[config.mk]
export PLATFORM = sky130hd
export DESIGN_NAME = mem_port_sched
export DESIGN_NICKNAME = d
export VERILOG_FILES = /design/src/rtl/mem_port_sched.sv
export SDC_FILE = /design/constraint.sdc
export NUM_CORES = 1
export LEC_CHECK = 0
export ABC_AREA = 1
export ABC_CLOCK_PERIOD_IN_PS = 10400
export CAP_MARGIN = 25
export CORE_AREA = 2 2 154 156
export DETAILED_ROUTE_END_ITERATION = 10
export DIE_AREA = 0 0 156 158
export PLACE_DENSITY = 0.72
export SYNTH_ARGS = -nofsm -noshare
export SYNTH_HDL_FRONTEND = slang
export SYNTH_SLANG_ARGS = --single-unit
[constraint.sdc]
create_clock -name CLK -period 10.4 [get_ports CLK]
set_input_delay 1.04 -clock CLK [delete_from_list [all_inputs] [get_ports CLK]]
set_output_delay 1.04 -clock CLK [all_outputs]
set_load 0.01 [all_outputs]
[src/rtl/mem_port_sched.sv]
// Shared memory-port sequencer: arbitrates fetch and data requests onto one fixed-latency port.
// Define MEM_PORT_SCHED_RR_EN for round-robin arbitration; otherwise data always beats fetch.
module mem_port_sched #(
    parameter int AW  = 32,
    parameter int DW  = 64,
    parameter int LAT = 2
) (
    input  logic          CLK,
    input  logic          RESET,
    input  logic          IF_REQ,
    input  logic [AW-1:0] IF_ADDR,
    output logic          IF_GNT,
    output logic          IF_VALID,
    output logic [31:0]   IF_RDATA,
    input  logic          DM_REQ,
    input  logic          DM_WE,
    input  logic [AW-1:0] DM_ADDR,
    input  logic [DW-1:0] DM_WDATA,
    output logic          DM_GNT,
    output logic          DM_VALID,
    output logic [DW-1:0] DM_RDATA,
    output logic [AW-1:0] MEM_ADDR,
    output logic          MEM_WE,
    output logic [DW-1:0] MEM_WDATA,
    input  logic [DW-1:0] MEM_RDATA,
    output logic          BUSY,
    output logic          OWNER
);

    typedef enum logic [1:0] {
        S_IDLE   = 2'd0,
        S_ACCESS = 2'd1,
        S_WAIT   = 2'd2,
        S_DONE   = 2'd3
    } state_t;

    localparam logic [2:0] WAIT_INIT = 3'(LAT - 1);
    localparam bit         LAT_ONE   = (LAT == 1);

    state_t        state_q, state_d;
    logic          owner_q, owner_d;
    logic          we_q, we_d;
    logic [AW-1:0] addr_q, addr_d;
    logic [DW-1:0] wdata_q, wdata_d;
    logic [2:0]    cnt_q, cnt_d;
    logic [31:0]   if_rdata_q, if_rdata_d;
    logic [DW-1:0] dm_rdata_q, dm_rdata_d;
    logic          capture_s;
    logic          win_dm_s;

`ifdef MEM_PORT_SCHED_RR_EN
    logic          last_dm_q, last_dm_d;

    // Winner select: on a tie the requester that was not served last takes the port.
    always_comb begin
        win_dm_s = DM_REQ && !(IF_REQ && last_dm_q);
    end

    // Pointer follows every grant made in IDLE.
    always_comb begin
        if ((state_q == S_IDLE) && (IF_REQ || DM_REQ)) begin
            last_dm_d = win_dm_s;
        end else begin
            last_dm_d = last_dm_q;
        end
    end

    // Round-robin pointer register; reset points at data so fetch wins the first tie.
    always_ff @(posedge CLK or posedge RESET) begin
        if (RESET) begin
            last_dm_q <= 1'b1;
        end else begin
            last_dm_q <= last_dm_d;
        end
    end
`else
    // Winner select: data has fixed priority over fetch.
    always_comb begin
        win_dm_s = DM_REQ;
    end
`endif

    // Next-state, transaction latch and read-data capture.
    always_comb begin
        state_d    = state_q;
        owner_d    = owner_q;
        we_d       = we_q;
        addr_d     = addr_q;
        wdata_d    = wdata_q;
        cnt_d      = cnt_q;
        capture_s  = 1'b0;
        case (state_q)
            S_IDLE: begin
                if (IF_REQ || DM_REQ) begin
                    owner_d = win_dm_s;
                    we_d    = win_dm_s && DM_WE;
                    addr_d  = win_dm_s ? DM_ADDR : IF_ADDR;
                    wdata_d = win_dm_s ? DM_WDATA : wdata_q;
                    state_d = S_ACCESS;
                end else begin
                    state_d = S_IDLE;
                end
            end
            S_ACCESS: begin
                cnt_d = WAIT_INIT;
                if (we_q) begin
                    state_d = S_DONE;
                end else if (LAT_ONE) begin
                    capture_s = 1'b1;
                    state_d   = S_DONE;
                end else begin
                    state_d = S_WAIT;
                end
            end
            S_WAIT: begin
                cnt_d = cnt_q - 3'd1;
                if (cnt_q == 3'd1) begin
                    capture_s = 1'b1;
                    state_d   = S_DONE;
                end else begin
                    state_d = S_WAIT;
                end
            end
            S_DONE: begin
                state_d = S_IDLE;
            end
            default: begin
                state_d = S_IDLE;
            end
        endcase

        // Read data is captured on the edge that leaves the last latency cycle.
        if (capture_s) begin
            if (owner_q) begin
                dm_rdata_d = MEM_RDATA;
                if_rdata_d = if_rdata_q;
            end else begin
                dm_rdata_d = dm_rdata_q;
                if_rdata_d = MEM_RDATA[31:0];
            end
        end else begin
            dm_rdata_d = dm_rdata_q;
            if_rdata_d = if_rdata_q;
        end
    end

    // State and datapath registers.
    always_ff @(posedge CLK or posedge RESET) begin
        if (RESET) begin
            state_q    <= S_IDLE;
            owner_q    <= 1'b0;
            we_q       <= 1'b0;
            addr_q     <= {AW{1'b0}};
            wdata_q    <= {DW{1'b0}};
            cnt_q      <= 3'd0;
            if_rdata_q <= 32'd0;
            dm_rdata_q <= {DW{1'b0}};
        end else begin
            state_q    <= state_d;
            owner_q    <= owner_d;
            we_q       <= we_d;
            addr_q     <= addr_d;
            wdata_q    <= wdata_d;
            cnt_q      <= cnt_d;
            if_rdata_q <= if_rdata_d;
            dm_rdata_q <= dm_rdata_d;
        end
    end

    // Handshake pulses decode from flopped state only, so RESET clears them at once.
    assign IF_GNT    = (state_q == S_ACCESS) && !owner_q;
    assign DM_GNT    = (state_q == S_ACCESS) &&  owner_q;
    assign IF_VALID  = (state_q == S_DONE)   && !owner_q;
    assign DM_VALID  = (state_q == S_DONE)   &&  owner_q;
    assign MEM_WE    = (state_q == S_ACCESS) &&  we_q;
    assign BUSY      = (state_q != S_IDLE);
    assign OWNER     = owner_q;
    assign MEM_ADDR  = addr_q;
    assign MEM_WDATA = wdata_q;
    assign IF_RDATA  = if_rdata_q;
    assign DM_RDATA  = dm_rdata_q;

endmodule
## After elaboration in Yosys (flattened, before gate mapping)

Cells that the tools add are included.

| cells by class | value |
|---|---|
| eq/ne operators | 4 |
| reductions and logical operators | 15 |
| multiplexer cells | 8 |
| $add $sub $neg | 1 |
| bitwise logic cells | 1 |

Operators with widths:

| operator | number |
|---|---|
| 2-to-1 mux 32 bit | 1 |
| one-hot mux 2 bit (4 select lines) | 1 |
| logical AND 1 bit | 6 |
| one-hot mux 3 bit (2 select lines) | 1 |
| AND reduction 2 bit | 3 |
| 2-to-1 mux 1 bit | 5 |
| equality test 2 bit, second input constant | 2 |
| nonzero test 2 bit | 2 |
| equality test 3 x 1 -> 1 bit, second input constant | 1 |
| AND reduction 3 bit | 1 |
| subtractor 3 x 1 -> 3 bit, second input constant | 1 |
| equality test 2 x 1 -> 1 bit, second input constant | 1 |
| logical NOT 2 bit | 1 |
| logical NOT 1 bit | 1 |
| logical OR 1 bit | 1 |
| NOT 1 bit | 1 |

| storage, ports and cells | value |
|---|---|
| register bits after elaboration | 199 |
| input bits | 197 |
| output and inout bits | 199 |
| word-level logic and storage cells | 37 |

## Depth between registers and ports, before layout

| logic depth | value |
|---|---|
| depth after elaboration | 4 |
| depth in mapped cells | 8 |
| mapped depth without buffers | 7 |

## Least setup slack after synthesis

OpenSTA, ideal clock, no wires.

| timing path | value |
|---|---|
| path type | reg-to-output |
| start | register owner_q (netlist: OWNER) |
| end | output port IF_GNT |
| required time | 9360 ps |
| slack | 8290 ps |
| buffers on the path | 3 |
| arrival time | 1070 ps |
| cell stages (with the launch flop) | 5 |
| cell sequence | dfrtp_1 -> buf_2 -> buf_2 -> buf_2 -> nor2_1 |

| on the way | value |
|---|---|
| word-level cells in the longest chain between the ends | 2 |

Ends and longest elaborated chain:

| what | line | text |
|---|---|---|
| start: declaration | 41 | `logic owner_q, owner_d;` |
| start signal: assignment | 160 | `owner_q <= owner_d;` |
| logical NOT 1 bit | 171 | `assign IF_GNT = (state_q == S_ACCESS) && !owner_q;` |
| logical AND 1 bit | 171 |  |
| end: declaration | 12 | `output logic IF_GNT,` |

No other way between the ends.

## Worst setup path in the final report

| timing path | value |
|---|---|
| start | register state_q[1] |
| end | output port BUSY |

| on the way | value |
|---|---|
| word-level cells in the longest chain between the ends | 1 |

Ends and longest elaborated chain:

| what | line | text |
|---|---|---|
| start: declaration | 40 | `state_t state_q, state_d;` |
| start signal: assignment | 159 | `state_q <= state_d;` |
| nonzero test 2 bit | 176 | `assign BUSY = (state_q != S_IDLE);` |
| end: declaration | 26 | `output logic BUSY,` |

No other way between the ends.

==> flow_results.org <==
** Critical path
- STA classifies the critical path endpoint as an output port.
- At the worst endpoint, the required time is 9.36 ns.
- For the worst setup path, the data arrival time is 2.38 ns.
- Type of origin of the critical path :: register
- By startpoint and endpoint, the worst setup path is classified as register to output port.
- Crit path max fanout :: 68

** Clocking
- After clock tree synthesis, the clock-pin slew on the worst setup and hold paths is 0.08 ns.
- The H-tree was split into 4 levels.
- The root buffer cell chosen for the clock tree is sky130_fd_sc_hd__clkbuf_16.
- Post-CTS setup-driven buffer insertion count :: 0
- TritonCTS clock tree :: done
- Resized cells post-CTS :: 0
- Largest buffer count on any clock path :: 2
- Insertion delay to the later sink of the worst-skew pair :: 0.43 ns
- Buffers inserted to repair hold after CTS numbered 0.
- In this run, CTS created clock tree buffers numbering 17.
- The clock drives 199 sinks.

** STA
- Across the routed clock network, the largest skew measured is 0.0111 ns.
- Setup TNS Final :: 0 ns
- Final Slew Violations :: 0
- Share of the clock period used by the worst path :: 32.9%
- Transition time at the pin with the least slew margin :: 0.948 ns
- Setup repair after global routing left no endpoint under its margin.
- Final period demand of the worst path :: 3.42 ns
- Highest clock rate :: 293 MHz
- Setup violations remaining at the end of the flow were counted as 0.
- The number of hold-slack violations in the final timing report was 0.
- Final hold analysis gives a worst-case slack of 0.470 ns.
- Slew HR :: 36.7%

** Logic synthesis
- After synthesis the cells add up to 8300 sq um.
- Of the synthesized area, sequential elements account for 60.0%.
- In this run, distinct cell masters in the synthesized netlist total 19.
- The Yosys step of the flow raised 0 warnings.
- The number of nets in the synthesized netlist is 1191.
- Avg Cell Area, Syn :: 8.41 sq um
- Counting flops and latches in the post-synthesis netlist gives 199.
- Syn Inst Count :: 987

** Floorplan
- During I/O placement, the number of pins put on the boundary was 396.
- Std-Cell Core Area :: 23100 sq um
- The die covers 24600 sq um.
- The floorplan step set the die height to 158 um.
- Horiz. Die Dim :: 156 um
- The initialized floorplan defines 56 standard-cell rows.
- The initial utilization of the core area, before any placement, comes to 36.0%.

** Cells and area
- Of the cells placed in the final design, the portion with a size suffix greater than 1 is 3.89%.
- The layout has 2088 filler cells.
- In the final design database the tool counted 1553 nets.
- Register cell area after layout :: 4980 sq um
- After routing the design area is 13000 sq um.
- Multi-input gate area :: 2960 sq um
- The area growth from synthesis to layout is 56.6%.

** Pwr
- Pwr Density :: 296 nW/um^2
- Static leakage :: 0.00639 uW
- NetSw :: 1470 uW
- The design draws 3850 uW.
- Proportion of total power due to net switching :: 38.3%
- Clock group share of total power :: 16.8%
- Per report_power, the sequential group accounts for 35.2% of the total.
- Internal power comes to 2380 uW.
- The worst-case IR drop observed on VDD is 0.123 mV.
- Comb pwr share :: 48.0%

** GRT
- The number of global-route vias before repair came to 7369.
- GR Util All Layers :: 21.6%
- Wire length of the first global-routing pass :: 40700 um
- Largest net degree at the start of global routing :: 125
- The initial antenna violation count was 2.
- Summed over all layers, the global routing overflow is 0.

** Hold path
- The worst hold path belongs to the class register to register.

** Run status
- The run finished with clean final reports.

** Placed design
- Summing all placed instances gives a cell area of 12400 sq um.
- Detailed placement ended at an HPWL of 19800 um.
- Weighted congestion reported at the end of routability-driven placement :: 0.863
- Port buffering added 395 buffers.

** Drt
- Dividing the detail-routed via count by the number of cells gives 4.79.
- Mean routed wirelength per cell :: 16.6 um
- For this run, design rule violations remaining after detail routing come to 0.
- Total number of vias :: 7918
- The count of nets left with antenna violations once routing finished came out at 0.
- Wires add up to 27500 um.
- DR pass1 iterations :: 7
- Violation count after the first detailed-route iteration :: 541

** Run
- Number of maximum-capacitance violations :: 0
## worst paths after layout
kind / startpoint / end / slack [ns] / depth (start not counted)
max in group asynchronous: RESET / IF_RDATA[30]$_DFFE_PP0P_ / 8.03 / 4
min: MEM_WDATA[59]$_DFFE_PP0P_ / MEM_WDATA[59]$_DFFE_PP0P_ / 0.47 / 2
min in group asynchronous: RESET / MEM_WDATA[37]$_DFFE_PP0P_ / 1.17 / 2
max reg2reg: state_q[0]$_DFF_PP0_ / DM_RDATA[29]$_DFFE_PP0P_ / 8.03 / 8
max: state_q[1]$_DFF_PP0_ / BUSY / 6.98 / 5
min reg2reg: MEM_WDATA[59]$_DFFE_PP0P_ / MEM_WDATA[59]$_DFFE_PP0P_ / 0.47 / 2
## logic make-up (layout without fill, tap and decap cells)
logic type | count (synthesis) | count (layout) | share of synthesized area (%)
compound gates | 7 | 7 | 0.512
fa+ha+maj | 7 | 7 | 1.05
buf+inv | 80 | 455 | 4.49
flops | 199 | 199 | 60.0
other cells | 0 | 2 | 0
simple gates | 694 | 694 | 34.0
## layout by cell type, fill, tap and decap left out
master,netlist,final
sky130_fd_sc_hd__a21oi_1,1,1
sky130_fd_sc_hd__buf_12,0,1
sky130_fd_sc_hd__buf_16,0,1
sky130_fd_sc_hd__buf_4,4,11
sky130_fd_sc_hd__clkbuf_1,10,1
sky130_fd_sc_hd__clkbuf_16,0,17
sky130_fd_sc_hd__clkdlybuf4s50_1,0,394
sky130_fd_sc_hd__clkinv_2,0,2
sky130_fd_sc_hd__clkinv_4,0,1
sky130_fd_sc_hd__clkinv_8,0,1
sky130_fd_sc_hd__clkinvlp_4,0,1
sky130_fd_sc_hd__dfrtp_1,199,198
sky130_fd_sc_hd__dfrtp_2,0,1
sky130_fd_sc_hd__diode_2,0,2
sky130_fd_sc_hd__ha_1,7,6
sky130_fd_sc_hd__ha_2,0,1
sky130_fd_sc_hd__inv_1,15,14
sky130_fd_sc_hd__inv_2,1,1
sky130_fd_sc_hd__inv_6,0,5
sky130_fd_sc_hd__inv_8,0,5
sky130_fd_sc_hd__nand2_1,526,525
sky130_fd_sc_hd__nand2_2,1,2
sky130_fd_sc_hd__nand3_1,162,162
sky130_fd_sc_hd__nor2_1,3,3
sky130_fd_sc_hd__nor2_2,1,1
sky130_fd_sc_hd__nor2_4,1,1
sky130_fd_sc_hd__o21a_1,1,1
sky130_fd_sc_hd__o21ai_0,3,3
sky130_fd_sc_hd__o21ai_2,1,1
sky130_fd_sc_hd__o22ai_1,1,1
## power groups by stage
stage	sequential (uW)	clock (uW)	combinational (uW)
after floorplan	1520	0	655
after global placement	1360	0	1840
after detailed placement	1370	0	1880
after CTS	1360	665	1880
after global routing	1400	691	2020
final	1360	646	1850
## cell usage after synthesis
master	count	share of area [%]
sky130_fd_sc_hd__a21oi_1	1	0.060
sky130_fd_sc_hd__buf_1	4	0.18
sky130_fd_sc_hd__buf_2	46	2.8
sky130_fd_sc_hd__buf_4	4	0.36
sky130_fd_sc_hd__clkbuf_1	10	0.45
sky130_fd_sc_hd__dfrtp_1	199	60
sky130_fd_sc_hd__ha_1	7	1.1
sky130_fd_sc_hd__inv_1	15	0.68
sky130_fd_sc_hd__inv_2	1	0.045
sky130_fd_sc_hd__nand2_1	526	24
sky130_fd_sc_hd__nand2_2	1	0.075
sky130_fd_sc_hd__nand3_1	162	9.8
sky130_fd_sc_hd__nor2_1	3	0.14
sky130_fd_sc_hd__nor2_2	1	0.075
sky130_fd_sc_hd__nor2_4	1	0.14
sky130_fd_sc_hd__o21a_1	1	0.090
sky130_fd_sc_hd__o21ai_0	3	0.18
sky130_fd_sc_hd__o21ai_2	1	0.11
sky130_fd_sc_hd__o22ai_1	1	0.075
## area by class of cell
| class | count | area share [%] |
|---|---|---|
| clock inverters | 14 | 1.01 |
| clock buffers | 18 | 3.30 |
| multi-input cells | 708 | 22.7 |
| flip-flops and latches | 199 | 38.3 |
| diodes | 2 | 0.0385 |
| well taps | 290 | 2.79 |
| repair buffers | 407 | 31.3 |
| inverters | 16 | 0.519 |
## metal layers
layer | wire [um] | track usage, %
met5 | 0 | 0
met4 | 767 | 8.21
met3 | 2250 | 5.91
met2 | 13500 | 36.2
met1 | 10900 | 26.8
## state kept, by name, indices dropped and copies added (netlist names)
register,cells
cnt_q,3
MEM_ADDR,32
DM_RDATA,64
state_q,2
we_q,1
OWNER,1
IF_RDATA,32
MEM_WDATA,64
## metrics by stage
stage | std cells | setup WS (ns) | util, %
2_1_floorplan | 987 | 3.93 | -
3_3_place_gp | 1618 | 7.13 | 53.8
3_5_place_dp | 1619 | 7.13 | 53.8
4_1_cts | 1651 | 6.95 | 56.3
5_1_grt | 1654 | 6.79 | 56.4
6_report | 1654 | 6.98 | 56.4
## worst max-delay path, cell delays in order, from the launching register on
cell,delay [ns]
sky130_fd_sc_hd__dfrtp_1,0.40
sky130_fd_sc_hd__inv_1,0.11
sky130_fd_sc_hd__ha_2,0.18
sky130_fd_sc_hd__buf_4,0.57
sky130_fd_sc_hd__inv_1,0.15
sky130_fd_sc_hd__clkdlybuf4s50_1,0.52
Note: power is estimated with default switching activity, not from simulation.
